`config.mk`:
```
export PLATFORM = sky130hd
export DESIGN_NAME = elevator_dispatch
export DESIGN_NICKNAME = d
export VERILOG_FILES = /design/src/rtl/elevator_dispatch.sv
export SDC_FILE = /design/constraint.sdc
export NUM_CORES = 1
export LEC_CHECK = 0
export ABC_AREA = 0
export ABC_CLOCK_PERIOD_IN_PS = 2600
export CAP_MARGIN = 20
export CORE_UTILIZATION = 31
export DETAILED_ROUTE_END_ITERATION = 10
export GPL_ROUTABILITY_DRIVEN = 0
export GPL_TIMING_DRIVEN = 0
export MAX_ROUTING_LAYER = met4
export SYNTH_ARGS = -nofsm -noshare
export SYNTH_HDL_FRONTEND = slang
export SYNTH_SLANG_ARGS = --single-unit
export TNS_END_PERCENT = 50
```
`constraint.sdc`:
```
create_clock -name clk -period 2.6 [get_ports clk]
set_clock_uncertainty 0.05 [all_clocks]
set_input_delay 0.26 -clock clk [delete_from_list [all_inputs] [get_ports clk]]
set_output_delay 0.26 -clock clk [all_outputs]
set_load 0.1 [all_outputs]
```
`src/rtl/elevator_dispatch.sv`:
```
// elevator_dispatch: upstream SCAN controller for elevator_car.
// Latches floor calls, steers the car's en/inc pair and times the door dwell.
// Optional emergency stop input is compiled in with macro ELEVATOR_ESTOP_EN.
module elevator_dispatch #(
    parameter int NUM_FLOORS  = 8,
    parameter int DOOR_CYCLES = 4,
    parameter int TW          = 8
) (
    input  logic                  clk,
    input  logic                  init_n,
    input  logic [NUM_FLOORS-1:0] req,
    input  logic [7:0]            cur_floor,
`ifdef ELEVATOR_ESTOP_EN
    input  logic                  estop,
`endif
    output logic                  en,
    output logic                  inc,
    output logic                  door_open,
    output logic [NUM_FLOORS-1:0] pending,
    output logic                  dir_up,
    output logic                  fault
);

    typedef enum logic [1:0] {IDLE, UP, DOWN, DOOR} state_t;

    localparam logic [TW-1:0] DOOR_LAST = TW'(DOOR_CYCLES - 1);

    state_t                  state_reg, state_next;
    logic [NUM_FLOORS-1:0]   pending_reg, pending_next;
    logic [TW-1:0]           timer_reg, timer_next;
    logic                    dir_up_reg, dir_up_next;
    logic                    inc_reg;

    logic [31:0]             floor_ext;
    logic [NUM_FLOORS-1:0]   above_bits, below_bits, floor_hot, clear;
    logic                    above, below, here;

    assign floor_ext = {24'd0, cur_floor};

    // Per-floor comparison of latched calls against the car position.
    generate
        for (genvar gi = 0; gi < NUM_FLOORS; gi++) begin : g_floor
            assign floor_hot[gi]  = (floor_ext == gi);
            assign above_bits[gi] = pending_reg[gi] && (gi > floor_ext);
            assign below_bits[gi] = pending_reg[gi] && (gi < floor_ext);
        end
    endgenerate

    assign above = |above_bits;
    assign below = |below_bits;
    assign here  = |(pending_reg & floor_hot);
    assign fault = (floor_ext >= NUM_FLOORS);

    // State, request latch, door timer and held direction registers.
    always_ff @(posedge clk or negedge init_n) begin
        if (!init_n) begin
            state_reg   <= IDLE;
            pending_reg <= '0;
            timer_reg   <= '0;
            dir_up_reg  <= 1'b1;
            inc_reg     <= 1'b0;
        end else begin
            state_reg   <= state_next;
            pending_reg <= pending_next;
            timer_reg   <= timer_next;
            dir_up_reg  <= dir_up_next;
            inc_reg     <= inc;
        end
    end

    // SCAN dispatch: next state, car drive, door control and request clearing.
    always_comb begin
        state_next  = state_reg;
        timer_next  = timer_reg;
        dir_up_next = dir_up_reg;
        en          = 1'b0;
        inc         = inc_reg;
        door_open   = 1'b0;
        clear       = '0;
        case (state_reg)
            IDLE: begin
                if (here) begin
                    state_next = DOOR;
                    clear      = floor_hot;
                    timer_next = '0;
                end else if (above && (dir_up_reg || !below)) begin
                    state_next  = UP;
                    dir_up_next = 1'b1;
                end else if (below) begin
                    state_next  = DOWN;
                    dir_up_next = 1'b0;
                end
            end
            UP: begin
                inc = 1'b1;
                if (here) begin
                    state_next = DOOR;
                    clear      = floor_hot;
                    timer_next = '0;
                end else if (!above) begin
                    state_next = IDLE;
                end else begin
                    en = (floor_ext != NUM_FLOORS - 1);
                end
            end
            DOWN: begin
                inc = 1'b0;
                if (here) begin
                    state_next = DOOR;
                    clear      = floor_hot;
                    timer_next = '0;
                end else if (!below) begin
                    state_next = IDLE;
                end else begin
                    en = (floor_ext != 0);
                end
            end
            DOOR: begin
                door_open = 1'b1;
                // A call for this floor while the door is open only extends the dwell.
                clear     = floor_hot;
                if (|(req & floor_hot)) begin
                    timer_next = '0;
                end else if (timer_reg == DOOR_LAST) begin
                    timer_next = '0;
                    if (dir_up_reg && above) begin
                        state_next = UP;
                    end else if (!dir_up_reg && below) begin
                        state_next = DOWN;
                    end else if (above) begin
                        state_next  = UP;
                        dir_up_next = 1'b1;
                    end else if (below) begin
                        state_next  = DOWN;
                        dir_up_next = 1'b0;
                    end else begin
                        state_next = IDLE;
                    end
                end else begin
                    timer_next = timer_reg + 1'b1;
                end
            end
            default: state_next = IDLE;
        endcase
        // Car position outside the shaft: stop and wait, keeping calls.
        if (fault) begin
            en         = 1'b0;
            state_next = IDLE;
            timer_next = '0;
            clear      = '0;
        end
        pending_next = (pending_reg | req) & ~clear;
`ifdef ELEVATOR_ESTOP_EN
        // Emergency stop: car frozen, doors open, all calls dropped.
        if (estop) begin
            en           = 1'b0;
            door_open    = 1'b1;
            state_next   = IDLE;
            timer_next   = '0;
            pending_next = '0;
        end
`endif
    end

    assign pending = pending_reg;
    assign dir_up  = dir_up_reg;

endmodule
```
* Word level (Yosys, flattened, before mapping)
Index checks and enable logic that the tools add are counted.
Operators by class: reductions and logical operators 33, bitwise gates (word level) 5, add/subtract/negate cells 1, $lt $le $gt $ge 17, multiplexer cells 40, eq/ne operators 23
Operator list (number):
- 2-to-1 mux 8 bit | 6
- == test 8 x 3 -> 1 bit, second input constant | 4
- > comparator 3 x 8 -> 1 bit, first input constant | 4
- zero test 32 bit | 1
- less-than comparator 3 x 8 -> 1 bit, first input constant | 4
- one-hot mux 8 bit (2 select lines) | 2
- nonzero test 32 bit | 1
- OR reduction 8 bit | 4
- 2-to-1 mux 2 bit | 14
- AND 8 bit | 3
- == test 8 x 2 -> 1 bit, second input constant | 3
- logical AND 1 bit | 19
- > comparator 1 x 8 -> 1 bit, first input constant | 2
- > comparator 2 x 8 -> 1 bit, first input constant | 2
- less-than comparator 1 x 8 -> 1 bit, first input constant | 2
- less-than comparator 2 x 8 -> 1 bit, first input constant | 2
- 2-to-1 mux 1 bit | 14
- inequality test 2 bit, second input constant | 5
- adder 8 x 1 -> 8 bit, second input constant | 1
- == test 8 x 1 -> 1 bit, second input constant | 1
- greater-or-equal comparator 8 x 4 -> 1 bit, second input constant | 1
- inequality test 4 bit, second input constant | 2
- inequality test 8 x 3 -> 1 bit, second input constant | 1
- NOT 8 bit | 1
- other kinds (15) | 20
Storage, ports and cells: register bits 20, output and inout bits 13, input port bits 18, logic and storage cells 124

* Logic depth before layout (Yosys ltp)
depth after elaboration 11, mapped depth 8, mapped depth without buffers 8

* Least setup slack after synthesis
No wires, ideal clock.
path type register to output, start point register pending_reg[1], in the netlist pending[1], end point output port en, data required time 2.290 ns, path slack -1.713 ns, cell stages (with the launch flop) 7, data arrival time 4.003 ns, path buffers 0, path through dfrtp_1 > nor2b_1 > nor2_1 > o221a_2 > o21ai_1 > a2bb2oi_2 > nor3_1
On the way: longest elaborated chain between the ends 6, elaborated cells between the ends (all ways) 12, those cells by class 6 x mux; 1 x bitwise; 5 x reduce/logical
RTL lines:
- start: declaration | line 29 | logic [NUM_FLOORS-1:0] pending_reg, pending_next;
- start signal: assignment | line 64 | pending_reg <= pending_next;
- logical AND 1 bit (on tied branches) | line 45, 44
- OR reduction 8 bit (on tied branches) | line 50, 49
- 2-to-1 mux 1 bit (on tied branches) | line 112, 100
- 2-to-1 mux 1 bit (on tied branches) | line 108, 96
- one-hot mux 1 bit (2 select lines) * | line 80 | case (state_reg)
- 2-to-1 mux 1 bit * | line 146 | if (fault) begin
- end: declaration | line 16 | output logic en,
Every way passes the cells marked *; elsewhere a longest branch is shown, timed or not.

* Worst setup path in the final report
start point input port cur_floor[3], end point output port en
On the way: longest elaborated chain between the ends 7, elaborated cells between the ends (all ways) 53, those cells by class 17 x order compare; 8 x eq/ne; 6 x mux; 1 x bitwise; 21 x reduce/logical
RTL lines:
- start: declaration | line 12 | input logic [7:0] cur_floor,
- less-than comparator 1 x 8 -> 1 bit (tied with other cells) | line 45 | assign below_bits[gi] = pending_reg[gi] && (gi < floor_ext);
- logical AND 1 bit (on tied branches) | line 45, 44
- OR reduction 8 bit (on tied branches) | line 50, 49
- 2-to-1 mux 1 bit (on tied branches) | line 112, 100
- 2-to-1 mux 1 bit (on tied branches) | line 108, 96
- one-hot mux 1 bit (2 select lines) | line 80
- 2-to-1 mux 1 bit * | line 146
Marks and branches as above.

==> flow_summary.json <==
{
  "synth_area_leaders": "dfrtp_1, nor2_1, ha_1",
  "nets": 227,
  "yosys.cell_count.top_type": "nor2_1",
  "crit_arrival_ns": 2.21,
  "drt_iter0_markers": 142,
  "finalSetupViolations": 0,
  "critPathBufInv": 3,
  "stdcell_count": 255,
  "grt_pass1_wl_um": 6500,
  "slowest_delay_ns": 0.43,
  "syn_area_per_cell_um2": 9.20,
  "layout_setup_ws_ns": 0.0765,
  "violations": "DRC",
  "synth_top_area_cell": "dfrtp_1",
  "antenna_cells": 0,
  "cap_violations": 0,
  "synth.distinct_cells": 50,
  "path_clk_slew_ns": 0.07,
  "htreeDepth": 1,
  "timing.fmax_mhz": 396,
  "start_util_pct": 32.7,
  "tightest_slew_ns": 0.969,
  "antenna_found_initial": 0,
  "syn_inst": 158,
  "cts_tree": "built",
  "synthesis.area_um2": 1450,
  "required_ns": 2.29,
  "rows": 24,
  "p_total_uw": 652,
  "crit_path_end_kind": "output pin",
  "syn_nets": 181,
  "cp_top_family": "simple AND/OR/NAND/NOR gates",
  "p_per_area_nw_per_um2": 317,
  "rsz0062_at_grt": "no",
  "numCtsBuffers": 3,
  "hold_class": "primary input to flip-flop",
  "syn2layout_area_growth_pct": 41.3,
  "post-route-min-period_ns": 2.52,
  "synth_common_cells": "nor2_1, dfrtp_1, o21ai_0, inv_1, nand2_1",
  "clock_latency_ns": 0.26,
  "hpwlAfterDp_um": 2800,
  "synth-edff-count": 0,
  "num_vias": 1388,
  "grt_max_degree": 21,
  "p_leak_nw": 0.832,
  "io_pins": 31,
  "ys_warn_count": 0,
  "seq_area_frac_synth_pct": 34.5,
  "placed_cell_area_um2": 1850,
  "first_pass_iters": 8,
  "fin_area_um2": 2050,
  "port_buffers": 28,
  "die_w_um": 70.5,
  "synth_ff_type": "dfrtp_1",
  "dieArea_um2": 4970,
  "clockBufferDepth": 2,
  "crit_path_start_kind": "primary input",
  "groute.usage.overall_pct": 16.8,
  "peakVddDrop_mv": 0.184,
  "ys_seq_elements": 20,
  "cts.sink_count": 20,
  "status": "complete, but fails checks",
  "dp_slack_ns": -1.01,
  "critPathSlowestCell": "or3_4",
  "routed_wirelength_um": 3930,
  "critPathMaxFanout": 3,
  "timing.final.crit_share_pct": 97.1,
  "root_buffer": "clkbuf_8",
  "drive_above_1_share_pct": 24.6,
  "critPathKind": "primary input to output pin",
  "via_per_inst": 5.44,
  "rrSetupSlack_ns": 0.32,
  "worstPathCellList": "dlymetal6s2s_1, or3_4, buf_6, a2111oi_4, nor3_2, nor4_4, a2bb2oi_4, nor3_4, buf_12",
  "finalHoldViolations": 0,
  "synthDominantCellAreaShare_pct": 32.7,
  "first_global_vias": 1396,
  "slew_headroom_pct": 35.2,
  "drc": 8,
  "wire_per_inst_um": 15.4,
  "ant_nets": 0,
  "dieHeight_um": 70.5,
  "dp_cells": 238,
  "coreArea_um2": 4440,
  "grt_overflow_total": 0,
  "slew_viol_final": 0,
  "async_reset_ff_share_pct": 100
}
==> cells by family after synthesis <==
group,after synthesis,share of synthesized area (%)
AO/OA/AOI/OAI,50,25.6
XOR/XNOR,1,0.603
adder cells (fa/ha/maj),5,4.30
buffers and inverters,14,4.22
flip-flops,20,34.5
multiplexers,9,8.43
AND/OR/NAND/NOR,59,22.3
==> power breakdown <==
part	switching (mW)	internal, mW	total [mW]
Sequential	0.000617	0.312	0.312
Combinational	0.0531	0.0470	0.100
Clock	0.105	0.135	0.239
Total	0.158	0.493	0.652
==> layout by cell type (no fill, tap or decap), types with 5 or more instances in the layout <==
master,n
ha_1,5
o21ai_0,11
a21oi_1,5
clkdlybuf4s50_1,20
dlymetal6s2s_1,5
inv_1,8
nand2_1,8
buf_4,12
dfrtp_1,11
o32a_1,5
dfrtp_2,6
nor2_1,21
o21ai_1,5
==> what timing repair did <==
action                     CTS  global route
setup endpoints to repair    3             3
pin swaps                    2             9
gates resized for setup     10            12
setup buffers                1            12
cloned                       0             0
hold buffers                 0             0
==> per-stage QoR <==
stage                     setup TNS [ns]  hold slack (ns)  util (%)
after detailed placement           -1.55            0.424      41.6
after global placement             -1.44            0.425      41.6
after global routing                   0            0.410      46.2
final                                  0            0.388      46.2
after floorplan                        0          -0.0856         -
after CTS                        -0.0898            0.387      43.0
==> path summary, 6_finish.rpt <==
| kind | from | to | cells past startpoint |
|---|---|---|---|
| worst max-delay path | cur_floor[3] | en | 9 |
| worst min-delay path | cur_floor[0] | pending[0] | 3 |
| worst max register to register | pending[3] | timer_reg[2] | 7 |
| worst min register to register | timer_reg[7] | timer_reg[7] | 1 |
| max in group asynchronous | init_n | pending[3] | 1 |
| min in group asynchronous | init_n | state_reg[0] | 1 |
==> layout make-up <==
class	count	area, um^2
fillers	432	2390
flip-flops and latches	20	517
clock buffers	4	55.1
repair buffers	41	402
inverters	9	46.3
plain buffers	5	27.5
multi-input cells	124	942
well taps	52	65.1
==> layer usage <==
layer | global-route usage [%] | part of all wire, % | wire (um)
met1 | 22.7 | 45 | 1790
met2 | 25.8 | 49 | 1910
met3 | 2.02 | 5.3 | 207
met4 | 6.12 | 0.59 | 23
met5 | - | 0 | 0
==> worst register-to-register path: stages (launching register included) <==
cell	delay, ns
dfrtp_4	0.53
mux2_4	0.27
a22oi_1	0.21
o22ai_1	0.15
o21a_2	0.30
nor3_2	0.40
o21ai_0	0.19
o31ai_1	0.10
Note: power is estimated with default switching activity, not from simulation.
